[src/rtl/seq_mult_ctrl_if.sv]
// Request/response bundle for the sequential shift-add multiplier:
// start and operands toward the multiplier, busy/done/product back.
interface seq_mult_ctrl_if #(
    parameter int unsigned WIDTH = 32
);
    logic               start;
    logic [WIDTH-1:0]   a;
    logic [WIDTH-1:0]   b;
    logic               busy;
    logic               done;
    logic [2*WIDTH-1:0] product;

    modport master (
        output start,
        output a,
        output b,
        input  busy,
        input  done,
        input  product
    );

    modport slave (
        input  start,
        input  a,
        input  b,
        output busy,
        output done,
        output product
    );
endinterface

[src/rtl/seq_mult_ctrl.sv]
// Unsigned shift-add multiplier sequencer: one add/shift iteration per clock.
// Optional build macro ZERO_BYPASS_EN: zero operands skip CALC and finish in one cycle.
module seq_mult_ctrl #(
    parameter int unsigned WIDTH = 32
) (
    input  logic           clk,
    input  logic           reset,
    seq_mult_ctrl_if.slave bus
);
    localparam int unsigned CNT_W = (WIDTH > 1) ? $clog2(WIDTH) : 1;
    localparam int unsigned PW    = 2 * WIDTH;
    localparam logic [CNT_W-1:0] LAST_ITER = CNT_W'(WIDTH - 1);

    typedef enum logic [1:0] {
        IDLE = 2'd0,
        CALC = 2'd1,
        DONE = 2'd2
    } state_t;

    state_t           state;
    logic [WIDTH-1:0] mcand;
    logic [PW-1:0]    acc;
    logic [CNT_W-1:0] cnt;
    logic             busy_q;
    logic             done_q;
    logic [PW-1:0]    product_q;

    logic [WIDTH:0]   sum_c;
    logic [PW-1:0]    acc_next_c;

    // One iteration: conditionally add the multiplicand to the upper half, then shift the carry in.
    always_comb begin
        sum_c = {1'b0, acc[PW-1:WIDTH]};
        if (acc[0]) begin
            sum_c = {1'b0, acc[PW-1:WIDTH]} + {1'b0, mcand};
        end
        acc_next_c = {sum_c, acc[WIDTH-1:1]};
    end

`ifdef ZERO_BYPASS_EN
    logic zero_op_c;
    always_comb begin
        zero_op_c = (bus.a == '0) || (bus.b == '0);
    end
`endif

    always_ff @(posedge clk) begin
        if (reset) begin
            state     <= IDLE;
            busy_q    <= 1'b0;
            done_q    <= 1'b0;
            product_q <= '0;
            mcand     <= '0;
            acc       <= '0;
            cnt       <= '0;
        end else begin
            done_q <= 1'b0;
            unique case (state)
                IDLE: begin
                    if (bus.start) begin
`ifdef ZERO_BYPASS_EN
                        if (zero_op_c) begin
                            product_q <= '0;
                            state     <= DONE;
                            busy_q    <= 1'b1;
                            done_q    <= 1'b1;
                        end else begin
                            mcand  <= bus.a;
                            acc    <= {WIDTH'(0), bus.b};
                            cnt    <= '0;
                            state  <= CALC;
                            busy_q <= 1'b1;
                        end
`else
                        mcand  <= bus.a;
                        acc    <= {WIDTH'(0), bus.b};
                        cnt    <= '0;
                        state  <= CALC;
                        busy_q <= 1'b1;
`endif
                    end
                end
                CALC: begin
                    acc <= acc_next_c;
                    cnt <= cnt + CNT_W'(1);
                    // Last iteration publishes the post-shift accumulator.
                    if (cnt == LAST_ITER) begin
                        product_q <= acc_next_c;
                        state     <= DONE;
                        done_q    <= 1'b1;
                    end
                end
                DONE: begin
                    state  <= IDLE;
                    busy_q <= 1'b0;
                end
                default: begin
                    state  <= IDLE;
                    busy_q <= 1'b0;
                end
            endcase
        end
    end

    assign bus.busy    = busy_q;
    assign bus.done    = done_q;
    assign bus.product = product_q;

endmodule
[src/flat_wrapper.sv]
// flat-port wrapper written by rule: the top's interface ports become plain ports
module seq_mult_ctrl_flat 
#(
    parameter int unsigned WIDTH = 32
)
  (clk, reset, bus_start, bus_a, bus_b, bus_busy, bus_done, bus_product);
  seq_mult_ctrl_if #(.WIDTH(WIDTH)) bus_i ();
  input  logic clk;
  input  logic reset;
  input wire logic [$bits(bus_i.start)-1:0] bus_start;
  input wire logic [$bits(bus_i.a)-1:0] bus_a;
  input wire logic [$bits(bus_i.b)-1:0] bus_b;
  output wire logic [$bits(bus_i.busy)-1:0] bus_busy;
  output wire logic [$bits(bus_i.done)-1:0] bus_done;
  output wire logic [$bits(bus_i.product)-1:0] bus_product;
  assign bus_i.start = bus_start;
  assign bus_i.a = bus_a;
  assign bus_i.b = bus_b;
  assign bus_busy = bus_i.busy;
  assign bus_done = bus_i.done;
  assign bus_product = bus_i.product;
  seq_mult_ctrl #(.WIDTH(WIDTH)) u_core (.clk(clk), .reset(reset), .bus(bus_i));
endmodule
[config.mk]
export PLATFORM = sky130hd
export DESIGN_NAME = seq_mult_ctrl_flat
export DESIGN_NICKNAME = d
export VERILOG_FILES = /design/src/rtl/seq_mult_ctrl_if.sv /design/src/rtl/seq_mult_ctrl.sv /design/src/flat_wrapper.sv
export SDC_FILE = /design/constraint.sdc
export NUM_CORES = 1
export LEC_CHECK = 0
export ABC_AREA = 1
export BUFFER_PORTS_ARGS = -buffer_cell sky130_fd_sc_hd__clkbuf_2
export CORE_UTILIZATION = 50
export DETAILED_ROUTE_END_ITERATION = 10
export PLACE_DENSITY = 0.75
export SLEW_MARGIN = 10
export SYNTH_ARGS = -nofsm -noshare
export SYNTH_HDL_FRONTEND = slang
export SYNTH_SLANG_ARGS = --single-unit
[constraint.sdc]
create_clock -name clk -period 2.7 [get_ports clk]
set_input_delay 0.405 -clock clk [delete_from_list [all_inputs] [get_ports clk]]
set_output_delay 0.405 -clock clk [all_outputs]
set_load 0.01 [all_outputs]
==> reports/metrics.yaml, run 1 <==
drt_wl_total_microns: 24130
vias: 8891
via_per_inst: 5.163
max_freq_mhz: 447.9
end_kind: "flop"
core_sq_um: 17420
setup_viol: 0
fin_ws_ns: 0.4674
p_leak_nw: 5.313
gr-total-overflow: 0
fin_crit_sh_pct: 82.69
dieArea_sq_um: 18450
internal_power_mw: 4.126
fill_cells: 1734
start_util_pct: 51.42
cts_setup_buffers: 0
grt_pass1_wl_microns: 39950
swShare_pct: 29.53
drive_above_1_share_pct: 14.63
cts-root-buf: "clkbuf_16"
status: "finished clean"
irDropWorstVdd_uv: 475.9
comb_power_share_pct: 13.1
seqCellArea_sq_um: 3383
critPathKind: "reg2reg"
dr.first_iter.drc_count: 550
fp.dieH_microns: 135.8
clock_latency_ns: 0.43
synth-seq-cells: 169
multiInputGateArea_sq_um: 4731
ys_warn_count: 0
clock_skew_ns: 0.01122
cts.sinks: 169
post_cts_resized: 0
cts_made_buffers: 17
avgSynthCellArea_sq_um: 6.494
post_drt_wl_per_cell_microns: 14.01
worstPathArrival_ns: 2.56
start_kind: "flop"
crit_required_ns: 3.03
grt_max_degree: 79
synthesis.area_sq_um: 8955
synth_seq_area_share_pct: 37.78
htreeDepth: 4
place_ws_ns: 0.5000
clkPwrFrac_pct: 40.8
power_frac_seq_pct: 46.1
min_period_ns: 2.233
io_pins: 133
hpwl_microns: 17210
ant_nets: 0
antenna_found_initial: 0
final.setup.tns_ns: 0
worstHoldPathType: "in2reg"
postSynthCellCount: 1379
critPathMaxFanout: 4
maxCapViolCount: 0
clk_pin_slew_worst_paths_ns: 0.07
port-buffer-count: 132
fp.dieW_microns: 135.8
slew_headroom_pct: 23.74
num_rows: 48
diodes: 0
finalMaxSlewViolations: 0
worst_pin_slew_ns: 1.143
area_growth_pct: 15.84
firstDrtPassIters: 5
synth.distinct_cells: 30
rsz0062_at_grt: "no"
pwr_density_cell_nw_per_um2: 564.4
holdBufCountCts: 0
hold_viol: 0
cts_tree: "built"
drc_errors: 0
cts_buffer_depth: 2
grtUsageTotal_pct: 27.60
synth_nets: 1481
grt_pass1_vias: 8380
p_sw_mw: 1.729
layout.nets: 1586
gp_congestion: 0.9355
## cells in the mapped netlist, drive strengths merged
cell | n | area, sq um
o21a | 13 | 97.59
dfxtp | 169 | 3383
ha | 34 | 425.4
inv | 155 | 581.8
a21o | 3 | 22.52
clkbuf | 38 | 142.6
a2bb2oi | 1 | 8.760
o21bai | 1 | 7.510
nor2 | 112 | 452.9
a31oi | 31 | 193.9
nand3b | 2 | 15.01
nand3 | 123 | 630.6
or2 | 23 | 143.9
xnor2 | 14 | 122.6
o21ai | 82 | 410.4
nor3 | 8 | 40.04
buf | 25 | 116.4
nand2 | 481 | 1810
o211ai | 2 | 15.01
o221ai | 1 | 8.760
a21oi | 58 | 290.3
fa | 1 | 20.02
a221oi | 1 | 8.760
and2 | 1 | 6.260
## metal layers
layer | track usage (%) | share of wire (%)
met4 | 11.74 | 2.9
met3 | 5.183 | 4.2
met5 | 0 | 0
met1 | 34.57 | 46
met2 | 46.17 | 47
## layout make-up
| cell class | count | share of cell area, % |
|---|---|---|
| flip-flops and latches | 169 | 32.61 |
| inverters | 155 | 5.621 |
| clock inverters | 14 | 1.471 |
| clock buffers | 18 | 4.137 |
| well taps | 225 | 2.714 |
| multi-input cells | 992 | 45.60 |
| repair buffers | 149 | 7.840 |
## power by group through the flow
stage	sequential [mW]	clock [mW]	combinational, mW
6_report	2.70	2.39	0.768
2_1_floorplan	2.72	0	0.559
3_3_place_gp	2.75	0	0.753
5_1_grt	2.71	2.54	0.866
3_5_place_dp	2.75	0	0.762
4_1_cts	2.69	2.44	0.769
## critical path: stages, from the launching register on
cell,delay [ns]
dfxtp_1,0.33
ha_1,0.25
fa_1,0.45
nand3_1,0.11
nand3_2,0.09
nand2_1,0.07
nand2_1,0.11
nand2_1,0.10
nand2_1,0.06
nand2_1,0.10
nand2_1,0.08
nand2_1,0.06
nand3_1,0.08
nand2_1,0.07
nand2_1,0.05
nand2_1,0.06
inv_1,0.04
## stage by stage
stage / power [mW] / cells / util (%) / cell area (sq um) / hold slack, ns
2_1_floorplan: 3.276 / 1379 / - / 8955 / 0.4357
3_3_place_gp: 3.502 / 1690 / 56.22 / 9792 / 0.4489
3_5_place_dp: 3.512 / 1690 / 56.22 / 9792 / 0.4550
4_1_cts: 5.900 / 1722 / 59.56 / 10370 / 0.1872
5_1_grt: 6.115 / 1722 / 59.56 / 10370 / 0.1925
6_report: 5.855 / 1722 / 59.56 / 10370 / 0.1928
## cells by family after synthesis
kind of cell / after synthesis / synth area share, %
compound gates: 193 / 11.88
flops: 169 / 37.78
buf+inv: 218 / 9.390
simple gates: 750 / 34.61
xor+xnor: 14 / 1.369
fa+ha+maj: 35 / 4.974
## worst paths after layout
kind                            endpoint  slack [ns]      startpoint  cells past startpoint
setup / recovery  u_core.bus.product[55]        0.47  u_core.acc[32]                     16
hold / removal          u_core.mcand[15]        0.19       bus_a[15]                      3
setup reg to reg  u_core.bus.product[55]        0.47  u_core.acc[32]                     16
hold reg to reg   u_core.bus.product[14]        0.46  u_core.acc[15]                      2
## placed cells by master, fill, tap and decap left out, types with 5 or more instances in the layout
cell       Yosys  layout
a21oi_1       58      58
a31oi_1       31      31
buf_4          0      15
clkbuf_16      0      17
clkbuf_2       0     132
dfxtp_1      169     169
ha_1          34      34
inv_1        150     149
inv_2          5       5
nand2_1      479     479
nand3_1      120     120
nor2_1       107     107
nor3_1         8       8
o21a_1        13      13
o21ai_0       82      82
or2_2         23      23
xnor2_1       14      14
## state kept, by name, summed over array words and instances (netlist names)
signal / count
u_core.bus.done: 1
u_core.cnt: 5
u_core.bus.busy: 1
u_core.bus.product: 64
u_core.mcand: 32
u_core.acc: 64
u_core.state: 2
No activity file was read; power rests on OpenSTA's default activity.
==> run 2: changes to the inputs <==
--- a/config.mk
+++ b/config.mk
@@ -5,11 +5,11 @@
 export SDC_FILE = /design/constraint.sdc
 export NUM_CORES = 1
 export LEC_CHECK = 0
-export ABC_AREA = 1
+export ABC_AREA = 0
 export BUFFER_PORTS_ARGS = -buffer_cell sky130_fd_sc_hd__clkbuf_2
 export CORE_UTILIZATION = 50
 export DETAILED_ROUTE_END_ITERATION = 10
-export PLACE_DENSITY = 0.75
+export PLACE_DENSITY = 0.79
 export SLEW_MARGIN = 10
 export SYNTH_ARGS = -nofsm -noshare
 export SYNTH_HDL_FRONTEND = slang
==> constraint.sdc (replaced) <==
create_clock -name clk -period 1.9 [get_ports clk]
set_input_delay 0.285 -clock clk [delete_from_list [all_inputs] [get_ports clk]]
set_output_delay 0.285 -clock clk [all_outputs]
set_load 0.01 [all_outputs]
==> run 2 against run 1 <==
- critical path type unchanged
- final area up 13%
- sequential power up 39%
- routed wire length up 10%
- the run now ends with negative setup slack left
- first-iteration DRC count up 54%
- highest routed layer unchanged
- sequential cell count unchanged
- via count up 0.21%
- die area down 6.4%
- setup slack worse by 1.4 ns
- critical path depth down 4
- largest power group unchanged
- register-to-register slack worse by 1.4 ns
==> reports/metrics.yaml, run 2 <==
avgSynthCellArea_sq_um: 7.872
final_common_cell: "nand2_1"
slowest_delay_ns: 0.37
gr-total-overflow: 0
crit_top_cell: "buf_6"
dr.first_iter.drc_count: 847
yosysTopAreaCellShare_pct: 40.39
hpwl_microns: 17060
seqCellArea_sq_um: 3396
firstDrtPassIters: 6
cts_tree: "built"
fin_ws_ns: -0.9721
ys.flop_type: "dfxtp_1"
hold_start: "bus_a[14]"
core_sq_um: 16120
synthesis.area_sq_um: 8376
async_reset_ff_share_pct: 0
antenna_found_initial: 0
hold_slack_ns: 0.05820
hold_viol: 0
worstHoldPathType: "in2reg"
reg2reg_slack_ns: -0.97
rsz0062_at_grt: "yes"
crit_required_ns: 2.20
num_rows: 46
final.setup.tns_ns: -35.05
start_util_pct: 51.97
cts-root-buf: "clkbuf_16"
mostFrequentLayoutCells: "nand2_1 (232), dfxtp_1 (161), buf_4 (148)"
synth-edff-count: 0
critPathMaxFanout: 3
cts.sinks: 169
via_per_inst: 5.797
multiInputGateArea_sq_um: 5259
drive_above_1_share_pct: 33.84
dieArea_sq_um: 17270
power.total_mw: 8.330
ant_nets: 0
irDropWorstVdd_uv: 679.1
synth-seq-cells: 169
finalMaxSlewViolations: 0
drc_errors: 0
slew_headroom_pct: 58.24
worst_pin_slew_ns: 0.6264
cts_buffer_depth: 2
clk_pin_slew_worst_paths_ns: 0.07
grt_pass1_wl_microns: 41620
p_leak_nw: 4.887
end_kind: "flop"
setup_viol: 60
fin_crit_sh_pct: 151.2
critPathLaunch: "u_core.mcand[0]"
max_freq_mhz: 348.2
drt_wl_total_microns: 26660
synth.area.top_cells: "dfxtp_1 (40%), nand2_1 (11%), a21oi_1 (7.4%), nor2_1 (6.0%), ha_1 (5.1%)"
fill_cells: 1210
pwr_density_cell_nw_per_um2: 712.4
synthTopCellsByCount: "nand2_1 (236), dfxtp_1 (169), nor2_1 (133)"
violations: "negative setup slack"
cts_made_buffers: 17
synth_nets: 1166
clock_latency_ns: 0.44
layout.nets: 1410
critPathKind: "reg2reg"
ys_warn_count: 0
grtUsageTotal_pct: 29.72
fp.dieH_microns: 131.4
cp_cell_sequence: "ha_4 -> fa_2 -> a211oi_4 -> o21ai_2 -> o311a_4 -> buf_6 -> o311ai_4 -> buf_6 -> a21o_1 -> xnor2_2 -> a222oi_1 -> nor2_1"
clock_skew_ns: 0.01248
status: "finished, violations left"
critPathTopFamily: "compound AO/OA/AOI/OAI gates"
crit_buf_inv: 2
postSynthCellCount: 1064
area_growth_pct: 39.62
post-synth-top-count-cell: "nand2_1"
min_period_ns: 2.872
vias: 8910
grt_pass1_vias: 8569
grt_max_degree: 66
synth_seq_area_share_pct: 40.39
cp_slowest_cell: "fa_2"
worstPathArrival_ns: 3.17
maxCapViolCount: 0
post_drt_wl_per_cell_microns: 17.35
diodes: 0
timing.rr.start: "u_core.mcand[0]"
htreeDepth: 4
io_pins: 133
gp_congestion: 0.9182
port-buffer-count: 132
start_kind: "flop"
yosysTopAreaCell: "dfxtp_1"
synth.distinct_cells: 65
fp.dieW_microns: 131.4
## run 2: cell count changes in the layout (fill, tap and decap cells not counted), moves of 26 or more
cell	before	now
nand2_1	479	232
a311oi_1	0	33
a21oi_1	58	112
a31oi_1	31	5
inv_1	149	7
o21ai_0	82	12
nand3_1	120	17
buf_4	15	148
## run 2: cell families after synthesis
logic type,count (synthesis),synth area share [%]
adder cells (fa/ha/maj),35,5.318
multiplexers,14,1.718
AO/OA/AOI/OAI,302,24.78
AND/OR/NAND/NOR,433,20.97
flip-flops,169,40.39
buffers and inverters,86,4.198
XOR/XNOR,25,2.614
## run 2: layout make-up
cell class	count	area share, %
Multi-Input combinational cell	809	44.97
Timing Repair Buffer	304	18.38
Clock buffer	17	3.638
Clock inverter	15	1.434
Tap cell	216	2.311
Sequential cell	169	29.04
Inverter	7	0.2247
## run 2: worst paths after layout
| kind | endpoint | depth (start not counted) |
|---|---|---|
| worst min register to register | u_core.bus.product[10] | 2 |
| worst min-delay path | u_core.mcand[14] | 3 |
| worst max register to register | u_core.acc[55] | 12 |
| worst max-delay path | u_core.acc[55] | 12 |
## run 2: power breakdown
part	internal (mW)	total [mW]	switching (mW)
combinational	0.422	1.04	0.618
sequential	3.66	3.76	0.0978
clock	1.96	3.53	1.57
total	6.05	8.33	2.28
## run 2: timing repair
action | CTS | global route
pin swaps | 35 | 37
setup endpoints to repair | 57 | 64
setup buffers | 4 | 12
cloned | 0 | 1
hold buffers | 0 | 0
resized for setup | 77 | 40
## run 2: routing by layer
| metal | wire length [microns] | vias to the layer above | global-route usage (%) |
|---|---|---|---|
| met4 | 888 | 0 | 14.34 |
| li1 | - | 4249 | - |
| met2 | 13140 | 354 | 50.97 |
| met5 | 0 | - | 0 |
| met1 | 11090 | 4231 | 36.04 |
| met3 | 1544 | 76 | 4.900 |
## run 2: tightest hold or removal path, stage by stage
cell and delay (ns):
clkbuf_2 0.08, nand2_1 0.04, a21oi_1 0.05
## run 2: per-stage QoR
stage | instance area, sq um | util, % | setup WS (ns) | std cells
2_1_floorplan | 8532 | - | -0.7617 | 1064
3_3_place_gp | 10410 | 64.58 | -0.9028 | 1488
3_5_place_dp | 10410 | 64.58 | -0.9645 | 1488
4_1_cts | 11390 | 70.69 | -0.8760 | 1524
5_1_grt | 11690 | 72.56 | -1.036 | 1537
6_report | 11690 | 72.56 | -0.9721 | 1537
